[config.mk]
export PLATFORM = sky130hd
export DESIGN_NAME = bram_port_arbiter
export DESIGN_NICKNAME = d
export VERILOG_FILES = /design/src/rtl/bram_port_arbiter.sv
export SDC_FILE = /design/constraint.sdc
export NUM_CORES = 1
export LEC_CHECK = 0
export ABC_AREA = 1
export CORE_MARGIN = 8
export CORE_UTILIZATION = 37
export CTS_CLUSTER_SIZE = 30
export DETAILED_ROUTE_END_ITERATION = 7
export GPL_TIMING_DRIVEN = 0
export PLACE_DENSITY = 0.87
export RECOVER_POWER = 25
export SETUP_SLACK_MARGIN = 0.4
export SYNTH_ARGS = -nofsm -noshare
export SYNTH_HDL_FRONTEND = slang
export SYNTH_SLANG_ARGS = --single-unit
[constraint.sdc]
create_clock -name clk -period 1.7 [get_ports clk]
set_input_delay 0.255 -clock clk [delete_from_list [all_inputs] [get_ports clk]]
set_output_delay 0.255 -clock clk [all_outputs]
set_load 0.005 [all_outputs]
[src/rtl/bram_port_arbiter.sv]
// bram_port_arbiter
//   Round-robin sharing of one BRAM user port between requesters A and B.
//   One access is issued per cycle through registered BRAM drive. Read data
//   is steered back to its issuer by a tag pipeline matched to READ_LATENCY
//   (legal range 1..4).
//   Optional build macro BRAM_ARB_STATS_EN adds a saturating 16-bit
//   conflict counter (conflict_count) with a synchronous clear (stats_clear).
//
// Handshake: x_ready is combinational from this cycle's valids and the
//   round-robin pointer. It is only ever high while x_valid is high, and it
//   is never high during reset. A transfer happens on each clock edge where
//   x_valid && x_ready. The requester holds valid and its fields stable until
//   it sees ready. The read response is a one-cycle x_rvalid pulse with
//   x_rdata. It appears READ_LATENCY+2 cycles after the cycle in which the
//   read was accepted.
module bram_port_arbiter #(
  parameter int ADDR_WIDTH   = 8,
  parameter int DATA_WIDTH   = 18,
  parameter int READ_LATENCY = 1
) (
  input  logic                  clk,
  input  logic                  rst,
  input  logic                  a_valid,
  output logic                  a_ready,
  input  logic                  a_we,
  input  logic [ADDR_WIDTH-1:0] a_addr,
  input  logic [DATA_WIDTH-1:0] a_wdata,
  output logic                  a_rvalid,
  output logic [DATA_WIDTH-1:0] a_rdata,
  input  logic                  b_valid,
  output logic                  b_ready,
  input  logic                  b_we,
  input  logic [ADDR_WIDTH-1:0] b_addr,
  input  logic [DATA_WIDTH-1:0] b_wdata,
  output logic                  b_rvalid,
  output logic [DATA_WIDTH-1:0] b_rdata,
  output logic [ADDR_WIDTH-1:0] bram_addr,
  output logic [DATA_WIDTH-1:0] bram_din,
  output logic                  bram_we,
  input  logic [DATA_WIDTH-1:0] bram_dout
`ifdef BRAM_ARB_STATS_EN
  ,
  input  logic                  stats_clear,
  output logic [15:0]           conflict_count
`endif
);

  localparam int LAST = READ_LATENCY;

  // Round-robin pointer: 1 means B was granted most recently.
  logic last_b_q, last_b_d;

  logic                  grant_a, grant_b, grant, grant_we;
  logic [ADDR_WIDTH-1:0] grant_addr;
  logic [DATA_WIDTH-1:0] grant_wdata;

  logic [ADDR_WIDTH-1:0] bram_addr_q, bram_addr_d;
  logic [DATA_WIDTH-1:0] bram_din_q, bram_din_d;
  logic                  bram_we_q, bram_we_d;

  // Tag pipeline: bit i of tag_vld/tag_id is stage i; id 1 = requester B.
  logic [LAST:0] tag_vld_q, tag_vld_d;
  logic [LAST:0] tag_id_q, tag_id_d;

  logic                  a_rvalid_q, a_rvalid_d, b_rvalid_q, b_rvalid_d;
  logic [DATA_WIDTH-1:0] a_rdata_q, a_rdata_d, b_rdata_q, b_rdata_d;
  logic                  rsp_valid;

  // Arbitration: a lone requester wins; on conflict the one not granted last.
  always_comb begin
    grant_a = 1'b0;
    grant_b = 1'b0;
    if (!rst) begin
      grant_a = a_valid && (!b_valid || last_b_q);
      grant_b = b_valid && (!a_valid || !last_b_q);
    end
    grant       = grant_a || grant_b;
    grant_we    = grant_b ? b_we    : a_we;
    grant_addr  = grant_b ? b_addr  : a_addr;
    grant_wdata = grant_b ? b_wdata : a_wdata;
  end

  assign a_ready = grant_a;
  assign b_ready = grant_b;

  // Next-state for pointer, issue registers, tag pipeline and read return.
  always_comb begin
    last_b_d    = grant ? grant_b : last_b_q;
    bram_addr_d = grant ? grant_addr : bram_addr_q;
    bram_din_d  = grant ? grant_wdata : bram_din_q;
    bram_we_d   = grant && grant_we;
    tag_vld_d   = {tag_vld_q[LAST-1:0], grant && !grant_we};
    tag_id_d    = {tag_id_q[LAST-1:0], grant_b};
    rsp_valid   = tag_vld_q[LAST];
    a_rvalid_d  = rsp_valid && !tag_id_q[LAST];
    b_rvalid_d  = rsp_valid && tag_id_q[LAST];
    a_rdata_d   = a_rvalid_d ? bram_dout : a_rdata_q;
    b_rdata_d   = b_rvalid_d ? bram_dout : b_rdata_q;
  end

  // All datapath and control state; reset drops any in-flight reads.
  always_ff @(posedge clk or posedge rst) begin
    if (rst) begin
      last_b_q    <= 1'b1;
      bram_addr_q <= '0;
      bram_din_q  <= '0;
      bram_we_q   <= 1'b0;
      tag_vld_q   <= '0;
      tag_id_q    <= '0;
      a_rvalid_q  <= 1'b0;
      b_rvalid_q  <= 1'b0;
      a_rdata_q   <= '0;
      b_rdata_q   <= '0;
    end else begin
      last_b_q    <= last_b_d;
      bram_addr_q <= bram_addr_d;
      bram_din_q  <= bram_din_d;
      bram_we_q   <= bram_we_d;
      tag_vld_q   <= tag_vld_d;
      tag_id_q    <= tag_id_d;
      a_rvalid_q  <= a_rvalid_d;
      b_rvalid_q  <= b_rvalid_d;
      a_rdata_q   <= a_rdata_d;
      b_rdata_q   <= b_rdata_d;
    end
  end

  assign bram_addr = bram_addr_q;
  assign bram_din  = bram_din_q;
  assign bram_we   = bram_we_q;
  assign a_rvalid  = a_rvalid_q;
  assign b_rvalid  = b_rvalid_q;
  assign a_rdata   = a_rdata_q;
  assign b_rdata   = b_rdata_q;

`ifdef BRAM_ARB_STATS_EN
  logic [15:0] conflict_count_q, conflict_count_d;

  // Saturating count of dual-valid cycles; clear beats increment.
  always_comb begin
    conflict_count_d = conflict_count_q;
    if (stats_clear) begin
      conflict_count_d = '0;
    end else if (a_valid && b_valid && (conflict_count_q != 16'hFFFF)) begin
      conflict_count_d = conflict_count_q + 16'd1;
    end
  end

  // Conflict counter register.
  always_ff @(posedge clk or posedge rst) begin
    if (rst) begin
      conflict_count_q <= '0;
    end else begin
      conflict_count_q <= conflict_count_d;
    end
  end

  assign conflict_count = conflict_count_q;
`endif

endmodule

-- Word level (Yosys, flattened, before mapping)
Cells that the tools add are included.
Widths: inputs -> output; s select.
- input bits: 76
- logic and storage cells: 29
- register bits after elaboration: 70
- multiplexer cells: 5
- reduce and logical (&&, ||, !) cells: 14
- operator list (kind ; number):
    $mux 18 ; 1
    $mux 8 ; 1
    $logic_and 1x1->1 ; 6
    $logic_not 1->1 ; 5
    $logic_or 1x1->1 ; 3
    $mux 1 ; 3

-- Depth between registers and ports, before layout
- word-level depth: 7
- mapped depth: 7
- gate-level depth less buffers: 6

-- Least setup slack after synthesis
Ideal clock, no wire load.
- path kind: input to register
- start: input port rst
- end: register bram_din_q[1], in the netlist bram_din[1]
- library setup time: 0.117 ns
- arrival time: 1.690 ns
- slack: -0.108 ns
- stages: 6
- cell sequence: inv_2 > o21ai_2 > buf_4 > buf_4 > nand2_1 > nand2_1
- longest elaborated chain between the ends: 2
- RTL lines (element ; RTL line ; text):
    start: declaration ; 22 ; input logic rst,
    $mux 1 ; 73 ; if (!rst) begin
    $mux 18 or $logic_or 1x1->1 (tied branches) ; 80, 77 ;
    end signal: assignment ; 117 ; bram_din_q <= bram_din_d;
    end: declaration ; 58 ; logic [DATA_WIDTH-1:0] bram_din_q, bram_din_d;
Parallel ways exist; a longest one is shown, timed or not.
A chain may end at the register's enable or synchronous reset.

-- Final worst setup path
- start: register last_b_q
- end: output port a_ready
- longest elaborated chain between the ends: 3
- RTL lines (element ; RTL line ; text):
    start: declaration ; 51 ; logic last_b_q, last_b_d;
    start signal: assignment ; 115 ; last_b_q <= last_b_d;
    $logic_or 1x1->1 ; 74 ; grant_a = a_valid && (!b_valid || last_b_q);
    $logic_and 1x1->1 ; 74 ;
    $mux 1 ; 73 ;
    end: declaration ; 24 ; output logic a_ready,
No other way between the ends.

==> run summary <==
Seq cells post-synth - 70
fin crit period - 1.49 ns
M1 wire length - 4.03 mm
Top FF cell, synth - dfrtp_1
Mapped Cells - 360
via count - 3080
final setup vio count - 0
# rows - 33
Post-Route WL - 9.86 mm
Nets - 612
share of cells above drive strength 1 - 12.4%
Mapped Nets - 436
antenna cells - 0
Port Buffers - 142
hold_ws - 0.249 ns
clk_lat worst skew - 0.34 ns
Post-synth ARST share - 100%
status - finished clean
multiplexer share of the synthesized area - 0%
most instantiated cells after synthesis - 122 x nand2_1, 69 x dfrtp_1, 49 x inv_1, 37 x o21ai_0, 26 x nand3_1
CTS buffer count - 9
final std cells w/o fill - 645
post-placement cell count - 607
critical path fanouts, max - 2
Max VDD drop - 373 uV
# DRC - 0
Arrival @ worst endpoint - 1.23 ns
Final Max Slew Viols - 0
synth top area cells - dfrtp_1 56%, nand2_1 15%, nand3b_1 6.1%
Slew HR - 43.9%
vias per cell - 4.78
WP data required - 1.44 ns
initial antenna violation count - 0
EDFF count, synth - 0
HPWL after DPL - 7.13 mm
router iterations before antenna repair - 4
CTS tree - yes
Iteration-0 DRC Markers - 80
P&R area growth vs syn - 62.7%
first-pass GRT wire length - 15.8 mm
largest family of logic cells by synthesized area - simple AND/OR/NAND/NOR gates
Netlist cell types - 19
Synth Cell Area - 0.00307 mm2
Min-Delay Path Class - input port to async pin
H-tree depth - 3
critical path startpoint category - register
Reg2Reg Depth - 6
final core occ - 61.4%
Yosys warnings - 0
Root Buffer - clkbuf_8
DR WL met3 - 994 um
full die area - 0.0115 mm2
GPL Wtd Cong - 0.765
Post-Synth Adder-Cell Area - 0%
Die Span Y - 107 um
fmax - 0.673 GHz
Synth area leader - dfrtp_1
PD cells - 999 mW/mm2
Worst-Margin Slew - 0.837 ns
Setup crit end kind - primary output
Initial Util - 37.7%
Post-DRT Antenna Nets - 0
Final Hold Vio Count - 0
wire length per cell - 15.3 um
Seq/Total Area, Yosys - 57.1%
share of the synthesized area in the top cell type - 56.2%
DP Area - 0.00463 mm2
global-route usage over all layers - 17.1%
GRT overflow - 0
CTS sink cnt - 70
max cap viols - 0
simple-gate share of the synthesized area - 26.6%
clock buffer depth - 2
CP Class - register to primary output
vias in the first global route - 3204
Ports - 143
Worst-path clk slew - 0.07 ns
worst-case clock skew - 0.0146 ns
RSZ-0062 raised after global routing - yes
Design Area, Final - 0.00499 mm2
Mean Syn Cell Area - 8.53 um2
Post-Synth XOR/XNOR Area - 0%
maximum number of pins on one net before global-route repair - 37
DR WL met2 - 4.73 mm
most common cell in the netlist - nand2_1
Leak Pwr - 0.00263 uW
DR top layer - met4
Core ar. - 0.00813 mm2
compound-gate portion of the synthesized area - 6.64%
fin crit share - 87.4%
chip width - 107 um
==> metrics by stage <==
stage	setup WS (ns)	TNS (ns)	power [uW]
floorplan	0.499	0	2630
global placement	-0.649	-9.82	3560
detailed placement	-0.688	-11.82	3620
CTS	0.233	0	4900
global route	0.167	0	5290
finish	0.215	0	4990
==> layout by cell type, fill, tap and decap left out <==
| cell | count |
|---|---|
| o21ai_0 | 30 |
| inv_2 | 1 |
| dlygate4sd3_1 | 1 |
| o21ai_2 | 1 |
| nor2_4 | 1 |
| clkbuf_8 | 9 |
| clkinv_2 | 2 |
| or2_1 | 1 |
| clkdlybuf4s50_1 | 72 |
| nand3_4 | 1 |
| nand3b_1 | 25 |
| clkinvlp_2 | 2 |
| dfrtp_1 | 69 |
| clkbuf_2 | 3 |
| a21oi_2 | 1 |
| clkinvlp_4 | 1 |
| nand2_1 | 121 |
| buf_2 | 3 |
| clkbuf_4 | 2 |
| inv_4 | 2 |
| nand3_1 | 26 |
| bufinv_16 | 2 |
| o21ai_1 | 8 |
| nand2_2 | 1 |
| inv_1 | 48 |
| dlygate4sd2_1 | 48 |
| buf_6 | 3 |
| nand2_4 | 1 |
| nor2_1 | 2 |
| dfstp_1 | 1 |
| buf_4 | 29 |
| clkinv_4 | 2 |
| clkbuf_1 | 2 |
| clkdlybuf4s15_1 | 19 |
==> final timing paths <==
kind,startpoint,endpoint,slack [ns]
min in group clk,tag_vld_q[0],tag_vld_q[1],0.35
setup / recovery,last_b_q,a_ready,0.21
setup reg to reg,last_b_q,bram_din[9],0.39
max in group asynchronous,rst,bram_din[17],0.48
hold / removal,rst,last_b_q,0.25
hold reg to reg,tag_vld_q[0],tag_vld_q[1],0.35
==> logic make-up (layout without fill, tap and decap cells) <==
kind of cell	count (synthesis)	in the layout
AO/OA/AOI/OAI	40	40
buffers and inverters	71	251
flip-flops	70	70
AND/OR/NAND/NOR	179	179
==> what timing repair did <==
item / 4_1_cts / 5_1_grt
setup endpoints to repair: 113 / 82
gates cloned: 2 / 0
hold buffers: 0 / 1
pin swaps: 1 / 0
endpoints found under the hold margin: 0 / 33
buffers inserted: 10 / 10
gates resized for setup: 92 / 46
==> flip-flops by register name, indices dropped and copies added, names as in the netlist <==
register and cells:
tag_vld_q 2, b_rdata 18, bram_addr 8, bram_din 18, b_rvalid 1, last_b_q 1, a_rvalid 1, tag_id_q 2
bram_we 1, a_rdata 18
==> cell type report <==
| class | count | area (um2) |
|---|---|---|
| clock inverter | 6 | 87.6 |
| tap | 105 | 131 |
| buffer | 19 | 138 |
| timing repair inverter | 2 | 12.5 |
| fill | 691 | 3140 |
| multi-input combinational | 219 | 1040 |
| clock buffer | 9 | 124 |
| timing repair buffer | 163 | 1510 |
| sequential | 70 | 1750 |
| inverter | 52 | 201 |
==> critical path, cell delays in order, from the launching register on <==
cell,delay [ns]
dfstp_1,0.56
inv_1,0.08
a21oi_2,0.12
buf_2,0.13
==> where the power goes <==
| part | internal [uW] | switching (uW) |
|---|---|---|
| Sequential | 1990 | 171 |
| Clock | 818 | 629 |
| Combinational | 800 | 585 |
| Total | 3610 | 1390 |
==> layer usage <==
metal  vias up  track usage (%)
li1       1470                -
met1      1483             19.3
met2       119             27.7
met3         8             8.04
met4         0             6.23
met5         -                0
Power figures use the tool's default switching activity.
